File: config.mk
export PLATFORM = sky130hd
export DESIGN_NAME = bcd_display_scanner_flat
export DESIGN_NICKNAME = d
export VERILOG_FILES = /design/src/rtl/bcd_display_scanner_if.sv /design/src/rtl/bcd_display_scanner.sv /design/src/flat_wrapper.sv
export SDC_FILE = /design/constraint.sdc
export NUM_CORES = 1
export LEC_CHECK = 0
export BUFFER_PORTS_ARGS = -buffer_cell sky130_fd_sc_hd__clkbuf_2
export CAP_MARGIN = 5
export CORE_ASPECT_RATIO = 1.4
export CORE_MARGIN = 2
export CORE_UTILIZATION = 50
export CTS_BUF_LIST = sky130_fd_sc_hd__clkbuf_2 sky130_fd_sc_hd__clkbuf_4 sky130_fd_sc_hd__clkbuf_8
export CTS_CLUSTER_SIZE = 25
export DETAILED_ROUTE_END_ITERATION = 12
export PLACE_DENSITY = 0.79
export RECOVER_POWER = 50
export SLEW_MARGIN = 20
export SYNTH_ARGS = -nofsm -noshare
export SYNTH_HDL_FRONTEND = slang
export SYNTH_SLANG_ARGS = --single-unit
File: constraint.sdc
create_clock -name clk -period 2.3 [get_ports clk]
set_clock_uncertainty 0.1 [all_clocks]
set_input_delay 0.345 -clock clk [delete_from_list [all_inputs] [get_ports clk]]
set_output_delay 0.345 -clock clk [all_outputs]
set_load 0.02 [all_outputs]
File: src/rtl/bcd_display_scanner_if.sv
// rtl/bcd_display_scanner_if.sv - capture/display signal bundle for the BCD display scanner
interface bcd_display_scanner_if;
  logic        load;
  logic [15:0] bcd_in;
  logic        lzb_en;
  logic [6:0]  seg;
  logic [3:0]  an;
  logic        bcd_err;

  modport master (
    output load, bcd_in, lzb_en,
    input  seg, an, bcd_err
  );

  modport slave (
    input  load, bcd_in, lzb_en,
    output seg, an, bcd_err
  );
endinterface

File: src/rtl/bcd_display_scanner.sv
// rtl/bcd_display_scanner.sv - snapshot 4-digit BCD and scan it onto a common-anode 7-seg display
module bcd_display_scanner #(
  parameter  int DWELL = 4,
  localparam int CNT_W = (DWELL > 1) ? $clog2(DWELL) : 1
) (
  input  logic                 clk,
  input  logic                 clr_n,
  bcd_display_scanner_if.slave bus
);

  logic [CNT_W-1:0] r_div_cnt;
  logic [1:0]       r_idx;
  logic [15:0]      r_shadow;
  logic [3:0]       r_an;
  logic [6:0]       r_seg;
  logic             r_bcd_err;

  logic             w_wrap;
  logic [1:0]       w_idx_nxt;
  logic [15:0]      w_shadow_nxt;
  logic [3:0]       w_digit;
  logic [3:1]       w_lz;
  logic             w_blank;
  logic             w_err;
  logic [6:0]       w_seg_nxt;

  function automatic logic [6:0] decode(input logic [3:0] d);
    case (d)
      4'd0:    decode = 7'h3F;
      4'd1:    decode = 7'h06;
      4'd2:    decode = 7'h5B;
      4'd3:    decode = 7'h4F;
      4'd4:    decode = 7'h66;
      4'd5:    decode = 7'h6D;
      4'd6:    decode = 7'h7D;
      4'd7:    decode = 7'h07;
      4'd8:    decode = 7'h7F;
      4'd9:    decode = 7'h6F;
      default: decode = 7'h40;
    endcase
  endfunction

  assign w_wrap       = (r_div_cnt == CNT_W'(DWELL - 1));
  assign w_idx_nxt    = w_wrap ? r_idx + 2'd1 : r_idx;
  assign w_shadow_nxt = bus.load ? bus.bcd_in : r_shadow;
  assign w_digit      = w_shadow_nxt[{w_idx_nxt, 2'b00} +: 4];

  // w_lz[k]: digits 3..k of the next shadow are all zero
  assign w_lz[3] = (w_shadow_nxt[15:12] == 4'd0);
  assign w_lz[2] = w_lz[3] && (w_shadow_nxt[11:8] == 4'd0);
  assign w_lz[1] = w_lz[2] && (w_shadow_nxt[7:4] == 4'd0);

  assign w_err = (w_shadow_nxt[15:12] > 4'd9) || (w_shadow_nxt[11:8] > 4'd9) ||
                 (w_shadow_nxt[7:4]   > 4'd9) || (w_shadow_nxt[3:0]  > 4'd9);

  always_comb begin
    w_blank = 1'b0;
    case (w_idx_nxt)
      2'd1:    w_blank = w_lz[1];
      2'd2:    w_blank = w_lz[2];
      2'd3:    w_blank = w_lz[3];
      default: w_blank = 1'b0;
    endcase
    w_blank   = w_blank && bus.lzb_en;
    w_seg_nxt = w_blank ? 7'h00 : decode(w_digit);
  end

  always_ff @(posedge clk or negedge clr_n) begin
    if (!clr_n) begin
      r_div_cnt <= '0;
      r_idx     <= 2'd0;
      r_shadow  <= 16'h0000;
      r_an      <= 4'b1111;
      r_seg     <= 7'h00;
      r_bcd_err <= 1'b0;
    end else begin
      r_div_cnt <= w_wrap ? '0 : r_div_cnt + 1'b1;
      r_idx     <= w_idx_nxt;
      r_shadow  <= w_shadow_nxt;
      // Anode and segments come from the same idx_nxt so they always switch together
      r_an      <= ~(4'b0001 << w_idx_nxt);
      r_seg     <= w_seg_nxt;
      r_bcd_err <= w_err;
    end
  end

  assign bus.an      = r_an;
  assign bus.seg     = r_seg;
  assign bus.bcd_err = r_bcd_err;

endmodule

File: src/flat_wrapper.sv
// flat-port wrapper written by rule: the top's interface ports become plain ports
module bcd_display_scanner_flat 
#(
  parameter  int DWELL = 4,
  localparam int CNT_W = (DWELL > 1) ? $clog2(DWELL) : 1
)
  (clk, clr_n, bus_load, bus_bcd_in, bus_lzb_en, bus_seg, bus_an, bus_bcd_err);
  bcd_display_scanner_if bus_i ();
  input  logic clk;
  input  logic clr_n;
  input wire logic [$bits(bus_i.load)-1:0] bus_load;
  input wire logic [$bits(bus_i.bcd_in)-1:0] bus_bcd_in;
  input wire logic [$bits(bus_i.lzb_en)-1:0] bus_lzb_en;
  output wire logic [$bits(bus_i.seg)-1:0] bus_seg;
  output wire logic [$bits(bus_i.an)-1:0] bus_an;
  output wire logic [$bits(bus_i.bcd_err)-1:0] bus_bcd_err;
  assign bus_i.load = bus_load;
  assign bus_i.bcd_in = bus_bcd_in;
  assign bus_i.lzb_en = bus_lzb_en;
  assign bus_seg = bus_i.seg;
  assign bus_an = bus_i.an;
  assign bus_bcd_err = bus_i.bcd_err;
  bcd_display_scanner #(.DWELL(DWELL)) u_core (.clk(clk), .clr_n(clr_n), .bus(bus_i));
endmodule
==> impl_metrics.env, run 1 <==
export IMPL_run_status="complete, but fails checks"
export IMPL_violations_in_the_final_reports="max-capacitance violations, max-slew violations"
export IMPL_tritoncts="yes"
export IMPL_post_synthesis_sequential_element_count=32
export IMPL_gp_congestion=0.8462
export IMPL_synthesis_area_um2=1520
export IMPL_synthArstFlopShare_pct=100.0
export IMPL_num_rows=23
export IMPL_core_region_um2=2878
export IMPL_power_switching_uw=356.4
export IMPL_die_h_um=69.24
export IMPL_syn_area_per_cell_um2=12.07
export IMPL_clk_pin_slew_worst_paths_ns=0.06
export IMPL_rsz0062_at_grt="true"
export IMPL_ir_worst_vdd_mv=0.5003
export IMPL_vias=1150
export IMPL_period_utilisation_layout_pct=99.59
export IMPL_finalHoldViolations=0
export IMPL_numClockSinks=32
export IMPL_yosys_cell_types_count=30
export IMPL_max_freq_mhz=436.6
export IMPL_number_of_design_rule_violations_left_by_the_first_detailed_router_iteration=33
export IMPL_min_period_ns=2.291
export IMPL_post_synth_inst_count=126
export IMPL_antenna_found_initial=0
export IMPL_crit_path_end_kind="flip-flop"
export IMPL_final_fill_count=222
export IMPL_max_cap_violations=1
export IMPL_io_pins=32
export IMPL_detail_route_drc_violations=0
export IMPL_fin_nets=200
export IMPL_crit_required_ns=2.41
export IMPL_cts_buffers_inserted=5
export IMPL_max_slew_worst_pin_slew_ns=1.605
export IMPL_worstPathArrival_ns=2.40
export IMPL_p_comb_share_pct=19.2
export IMPL_worst_path_max_fanout=5
export IMPL_clock_root_buffer="sky130_fd_sc_hd__clkbuf_8"
export IMPL_cts_hold_fix_buffers=0
export IMPL_sw_frac_of_total_pct=26.37
export IMPL_finalSetupViolCount=0
export IMPL_power_frac_seq_pct=46.7
export IMPL_initial_utilization_pct=52.83
export IMPL_first_pass_iters=4
export IMPL_p_per_area_nw_per_um2=679.7
export IMPL_floorplan_die_width_um=50.60
export IMPL_power_leakage_nw=0.9960
export IMPL_area_growth_syn_to_layout_pct=30.78
export IMPL_antenna_left=0
export IMPL_totalWireLength_um=3337
export IMPL_synth_edff_count=0
export IMPL_synth_ff_type="sky130_fd_sc_hd__dfrtp_1"
export IMPL_hold_class="in -> reg"
export IMPL_insertedDiodeCount=0
export IMPL_floorplan_die_area_um2=3504
export IMPL_share_of_synthesized_area_occupied_by_flip_flops_and_latches_pct=53.00
export IMPL_timing_hold_worst_path_depth=2
export IMPL_via_count_of_the_first_global_routing_pass=1263
export IMPL_synth_area_leader_cell="sky130_fd_sc_hd__dfrtp_1"
export IMPL_reg2reg_depth=9
export IMPL_yosysTopAreaCellShare_pct=46.09
export IMPL_grt_pass1_wl_um=5423
export IMPL_p_clk_share_pct=34.1
export IMPL_grt_start_max_net_pins=33
export IMPL_yosysWarningCount=0
export IMPL_grt_remaining_overflow=0
export IMPL_global_route_usage_total_pct=20.79
export IMPL_port_buffers=31
export IMPL_slew_viols_final=33
export IMPL_dpl_hpwl_um=2398
export IMPL_criticalPathCategory="reg -> reg"
export IMPL_post_route_cells_drive_above_1_share_pct=42.61
export IMPL_ctsLongestPathBuffers=2
export IMPL_p_int_uw=995.1
export IMPL_synthesis_nets=151
export IMPL_ys_top_cells_by_area="sky130_fd_sc_hd__dfrtp_1, sky130_fd_sc_hd__mux2i_1, sky130_fd_sc_hd__dfstp_2"
export IMPL_critPathLaunchType="flip-flop"
export IMPL_htreeDepth=2
export IMPL_p_total_mw=1.351
export IMPL_hold_slack_ns=0.2113
export IMPL_worstSkewPairLatency_ns=0.29
export IMPL_routed_wire_length_per_instance_um=15.67
export IMPL_vias_per_cell=5.399
export IMPL_timing_max_slew_rel_slack_pct=-6.971
-- power groups by stage --
stage          Clock, mW  Combinational [mW]  Sequential, mW
6_report           0.460               0.260           0.631
5_1_grt            0.493               0.283           0.636
4_1_cts            0.470               0.249           0.631
3_5_place_dp           0               0.245           0.641
3_3_place_gp           0               0.234           0.638
2_1_floorplan          0               0.126           0.667
-- cells in the mapped netlist, types with 2 or more instances --
cell,number
sky130_fd_sc_hd__mux4_1,2
sky130_fd_sc_hd__o21ai_0,3
sky130_fd_sc_hd__dfstp_2,4
sky130_fd_sc_hd__nor3b_1,2
sky130_fd_sc_hd__nor2_1,4
sky130_fd_sc_hd__nor3_1,5
sky130_fd_sc_hd__inv_1,17
sky130_fd_sc_hd__buf_4,2
sky130_fd_sc_hd__mux2i_1,11
sky130_fd_sc_hd__mux2_2,8
sky130_fd_sc_hd__a21oi_1,7
sky130_fd_sc_hd__a211oi_1,3
sky130_fd_sc_hd__nand2_1,9
sky130_fd_sc_hd__dfrtp_1,28
sky130_fd_sc_hd__o21a_1,2
sky130_fd_sc_hd__ha_1,5
-- placed cells by master (no fill, tap or decap), drive strengths merged, types with 4 or more instances in the layout --
cell type	netlist	routed
a211oi	4	4
a21oi	7	7
buf	3	14
clkbuf	0	39
dfrtp	28	28
dfstp	4	4
ha	5	5
inv	17	17
mux2	9	9
mux2i	11	11
nand2	9	9
nor2	4	4
nor3	5	5
-- kinds of logic (layout without fill, tap and decap cells) --
group / Yosys count / after routing / synth area share [%]
simple gates: 22 / 22 / 6.583
xor+xnor: 2 / 2 / 1.646
fa+ha+maj: 6 / 6 / 4.774
flops: 32 / 32 / 53.00
compound gates: 21 / 21 / 9.382
mux: 23 / 23 / 19.09
buf+inv: 20 / 70 / 5.514
-- final timing paths --
kind	from	slack, ns	end
max reg2reg	u_core.r_div_cnt[0]	0.009	u_core.bus.seg[0]
min reg2reg	u_core.r_div_cnt[0]	0.37	u_core.r_div_cnt[0]
min	bus_bcd_in[0]	0.21	u_core.r_shadow[0]
min in group asynchronous	clr_n	0.36	u_core.r_shadow[0]
max	u_core.r_div_cnt[0]	0.009	u_core.bus.seg[0]
max in group asynchronous	clr_n	0.81	u_core.r_shadow[6]
-- sequential cells by signal (all words and copies together), names as in the netlist --
signal / count
u_core.bus.bcd_err: 1
u_core.r_div_cnt: 2
u_core.bus.an: 4
u_core.bus.seg: 7
u_core.r_shadow: 16
u_core.r_idx: 2
-- worst max-delay path: stages, from the launching register on --
cell                       delay (ns)
sky130_fd_sc_hd__dfrtp_1         0.41
sky130_fd_sc_hd__ha_4            0.20
sky130_fd_sc_hd__nand2_2         0.10
sky130_fd_sc_hd__xor2_4          0.20
sky130_fd_sc_hd__mux2i_1         0.24
sky130_fd_sc_hd__nand2_1         0.12
sky130_fd_sc_hd__o21a_1          0.17
sky130_fd_sc_hd__ha_2            0.20
sky130_fd_sc_hd__mux2_4          0.26
sky130_fd_sc_hd__a211oi_2        0.20
-- metal layers --
layer,routed length [um],global-route usage (%),vias to the layer above
met5,0,0,-
met2,1877,36.84,37
li1,-,-,535
met4,116,12.01,0
met1,1203,20.85,568
met3,140,6.034,10
-- area by class of cell --
type                       instances  area (um^2)  area share, %
multi-input combinational         74        690.7          34.74
sequential                        32        805.8          40.53
clock buffer                       8        97.59          4.909
tap                               37        46.29          2.329
timing repair buffer              45        284.0          14.29
inverter                          17        63.81          3.210
-- what timing repair did --
| item | CTS | global route |
|---|---|---|
| setup buffers | 3 | 4 |
| pin swaps | 0 | 2 |
| gates resized for setup | 3 | 3 |
| setup endpoints to repair | 5 | 5 |
-- metrics by stage --
step	setup slack [ns]	TNS (ns)	instance area (um^2)	std cells	util, %
final	0.009449	0	1988	213	69.09
after global routing	-0.08644	-0.1872	1988	213	69.09
after CTS	0.007431	0	1951	209	67.78
after detailed placement	-0.05850	-0.09071	1807	198	62.78
after global placement	0.04269	0	1807	198	62.78
after floorplan	0.007105	0	1569	126	-
No activity file was read; power rests on OpenSTA's default activity.
==> run 2: changes to the inputs <==
CELL_PAD_IN_SITES_DETAIL_PLACEMENT = 0   (was not set)
CELL_PAD_IN_SITES_GLOBAL_PLACEMENT = 1   (was not set)
CORE_UTILIZATION = 44   (was 50)
PLACE_DENSITY = 0.83   (was 0.79)
clock period = 2.17 ns   (was 2.3 ns; I/O delays follow)
==> impl_metrics.env, run 2 (synthesis gave the netlist of run 1 again) <==
export IMPL_global_route_usage_total_pct=18.87
export IMPL_max_cap_violations=1
export IMPL_insertedDiodeCount=0
export IMPL_run_status="complete, but fails checks"
export IMPL_core_region_um2=3347
export IMPL_setup_slack_of_the_critical_path_after_layout_ns=-0.06848
export IMPL_vias_per_cell=5.109
export IMPL_criticalPathCategory="reg -> reg"
export IMPL_gp_congestion=0.7569
export IMPL_antenna_found_initial=0
export IMPL_route_met2_wl_um=1786
export IMPL_grt_remaining_overflow=0
export IMPL_power_leakage_nw=1.015
export IMPL_worstSkewPairLatency_ns=0.28
export IMPL_finalSetupViolCount=2
export IMPL_vias=1124
export IMPL_worstPathArrival_ns=2.33
export IMPL_critical_path_max_stage_delay_ns=0.58
export IMPL_met3RoutedLength_um=119
export IMPL_first_pass_iters=4
export IMPL_rsz0062_at_grt="true"
export IMPL_clk_pin_slew_worst_paths_ns=0.06
export IMPL_crit_required_ns=2.27
export IMPL_dpl_instance_area_um2=1871
export IMPL_min_period_ns=2.238
export IMPL_finalHoldViolations=0
export IMPL_max_freq_mhz=446.7
export IMPL_grt_pass1_wl_um=5133
export IMPL_postLayoutCellArea_um2=2011
export IMPL_slew_viols_final=33
export IMPL_clock_root_buffer="sky130_fd_sc_hd__clkbuf_8"
export IMPL_tritoncts="yes"
export IMPL_critical_path_cell_chain="ha_4 -> xnor2_4 -> mux4_2 -> ha_2 -> mux2_4 -> a211oi_2"
export IMPL_via_count_of_the_first_global_routing_pass=1162
export IMPL_io_pins=32
export IMPL_p_total_mw=1.428
export IMPL_final_cell_mix="sky130_fd_sc_hd__clkbuf_2, sky130_fd_sc_hd__dfrtp_1, sky130_fd_sc_hd__inv_1, sky130_fd_sc_hd__buf_4, sky130_fd_sc_hd__mux2i_1"
export IMPL_num_rows=25
export IMPL_p_per_area_nw_per_um2=710.3
export IMPL_violations_in_the_final_reports="max-capacitance violations, max-slew violations, negative setup slack"
export IMPL_ir_worst_vdd_mv=0.5444
export IMPL_regMostFlops="u_core.r_shadow"
export IMPL_dp_cells=209
export IMPL_fin_setup_tns_ns=-0.09631
export IMPL_numClockSinks=32
export IMPL_dpl_worst_slack_ns=-0.04171
export IMPL_finish_utilization_pct=60.07
export IMPL_routedLengthMet1_um=1174
export IMPL_cts_buffers_inserted=5
export IMPL_antenna_left=0
export IMPL_worst_path_max_fanout=4
export IMPL_fin_nets=204
export IMPL_timing_max_slew_rel_slack_pct=-7.347
export IMPL_detail_route_drc_violations=0
export IMPL_largest_register_ff_count=16
export IMPL_grt_start_max_net_pins=33
export IMPL_final_instance_count_excl_fill=220
export IMPL_htreeDepth=2
export IMPL_post_route_cells_drive_above_1_share_pct=45.00
export IMPL_period_utilisation_layout_pct=103.2
export IMPL_area_growth_syn_to_layout_pct=32.26
export IMPL_number_of_design_rule_violations_left_by_the_first_detailed_router_iteration=14
export IMPL_floorplan_die_width_um=53.68
export IMPL_hold_slack_ns=0.1969
export IMPL_final_fill_count=284
export IMPL_critPathLaunchType="flip-flop"
export IMPL_totalWireLength_um=3150
export IMPL_die_h_um=73.55
export IMPL_ctsLongestPathBuffers=2
export IMPL_mostFrequentLayoutCell="sky130_fd_sc_hd__clkbuf_2"
export IMPL_port_buffers=31
export IMPL_floorplan_die_area_um2=3948
export IMPL_max_slew_worst_pin_slew_ns=1.610
export IMPL_dpl_hpwl_um=2541
export IMPL_initial_utilization_pct=45.42
export IMPL_routed_wire_length_per_instance_um=14.32
export IMPL_crit_path_end_kind="flip-flop"
export IMPL_worst_path_max_delay_cell="sky130_fd_sc_hd__mux4_2"
export IMPL_top_layer="met4"
export IMPL_hold_class="in -> reg"
==> run 2: layout make-up <==
class | count | area (um^2) | area share, %
timing repair buffer | 49 | 301.5 | 15.00
sequential | 32 | 805.8 | 40.07
clock buffer | 8 | 97.59 | 4.854
tap | 40 | 50.05 | 2.489
inverter | 17 | 63.81 | 3.174
multi-input combinational | 74 | 691.9 | 34.41
==> run 2: routing by layer <==
layer / vias up / GRT usage (%)
met2: 26 / 34.01
met5: - / 0
met1: 548 / 19.25
li1: 543 / -
met4: 0 / 10.26
met3: 7 / 4.268
==> run 2: worst paths after layout <==
path                                     startpoint                  end  slack, ns  cells past startpoint
min in group asynchronous                     clr_n  u_core.r_shadow[13]       0.34                      1
worst max register to register  u_core.r_div_cnt[0]    u_core.bus.seg[0]      -0.07                      6
worst max-delay path            u_core.r_div_cnt[0]    u_core.bus.seg[0]      -0.07                      6
worst min register to register  u_core.r_div_cnt[0]  u_core.r_div_cnt[0]       0.36                      1
max in group asynchronous                     clr_n  u_core.r_shadow[12]       0.69                      1
worst min-delay path                 bus_bcd_in[13]  u_core.r_shadow[13]       0.20                      3
==> run 2: repair_timing <==
action | CTS | global route
setup buffers | 0 | 3
endpoints found under the setup margin | 3 | 7
endpoints found under the hold margin | 0 | 0
gates resized for setup | 0 | 6
hold buffers | 0 | 0
pin swaps | 0 | 3
==> run 2: report_power, final <==
part / total, mW / switching (mW) / internal (mW)
sequential: 0.669 / 0.0186 / 0.650
clock: 0.483 / 0.200 / 0.283
combinational: 0.277 / 0.151 / 0.126
==> run 2: critical path, delay by kind of cell (launching register included) <==
family	cells	cell delay, ns
muxes	2	0.84
adders and majority gates	2	0.42
DFF	1	0.40
xor gates and xnor gates	1	0.22
AOI/OAI and AO/OA	1	0.17
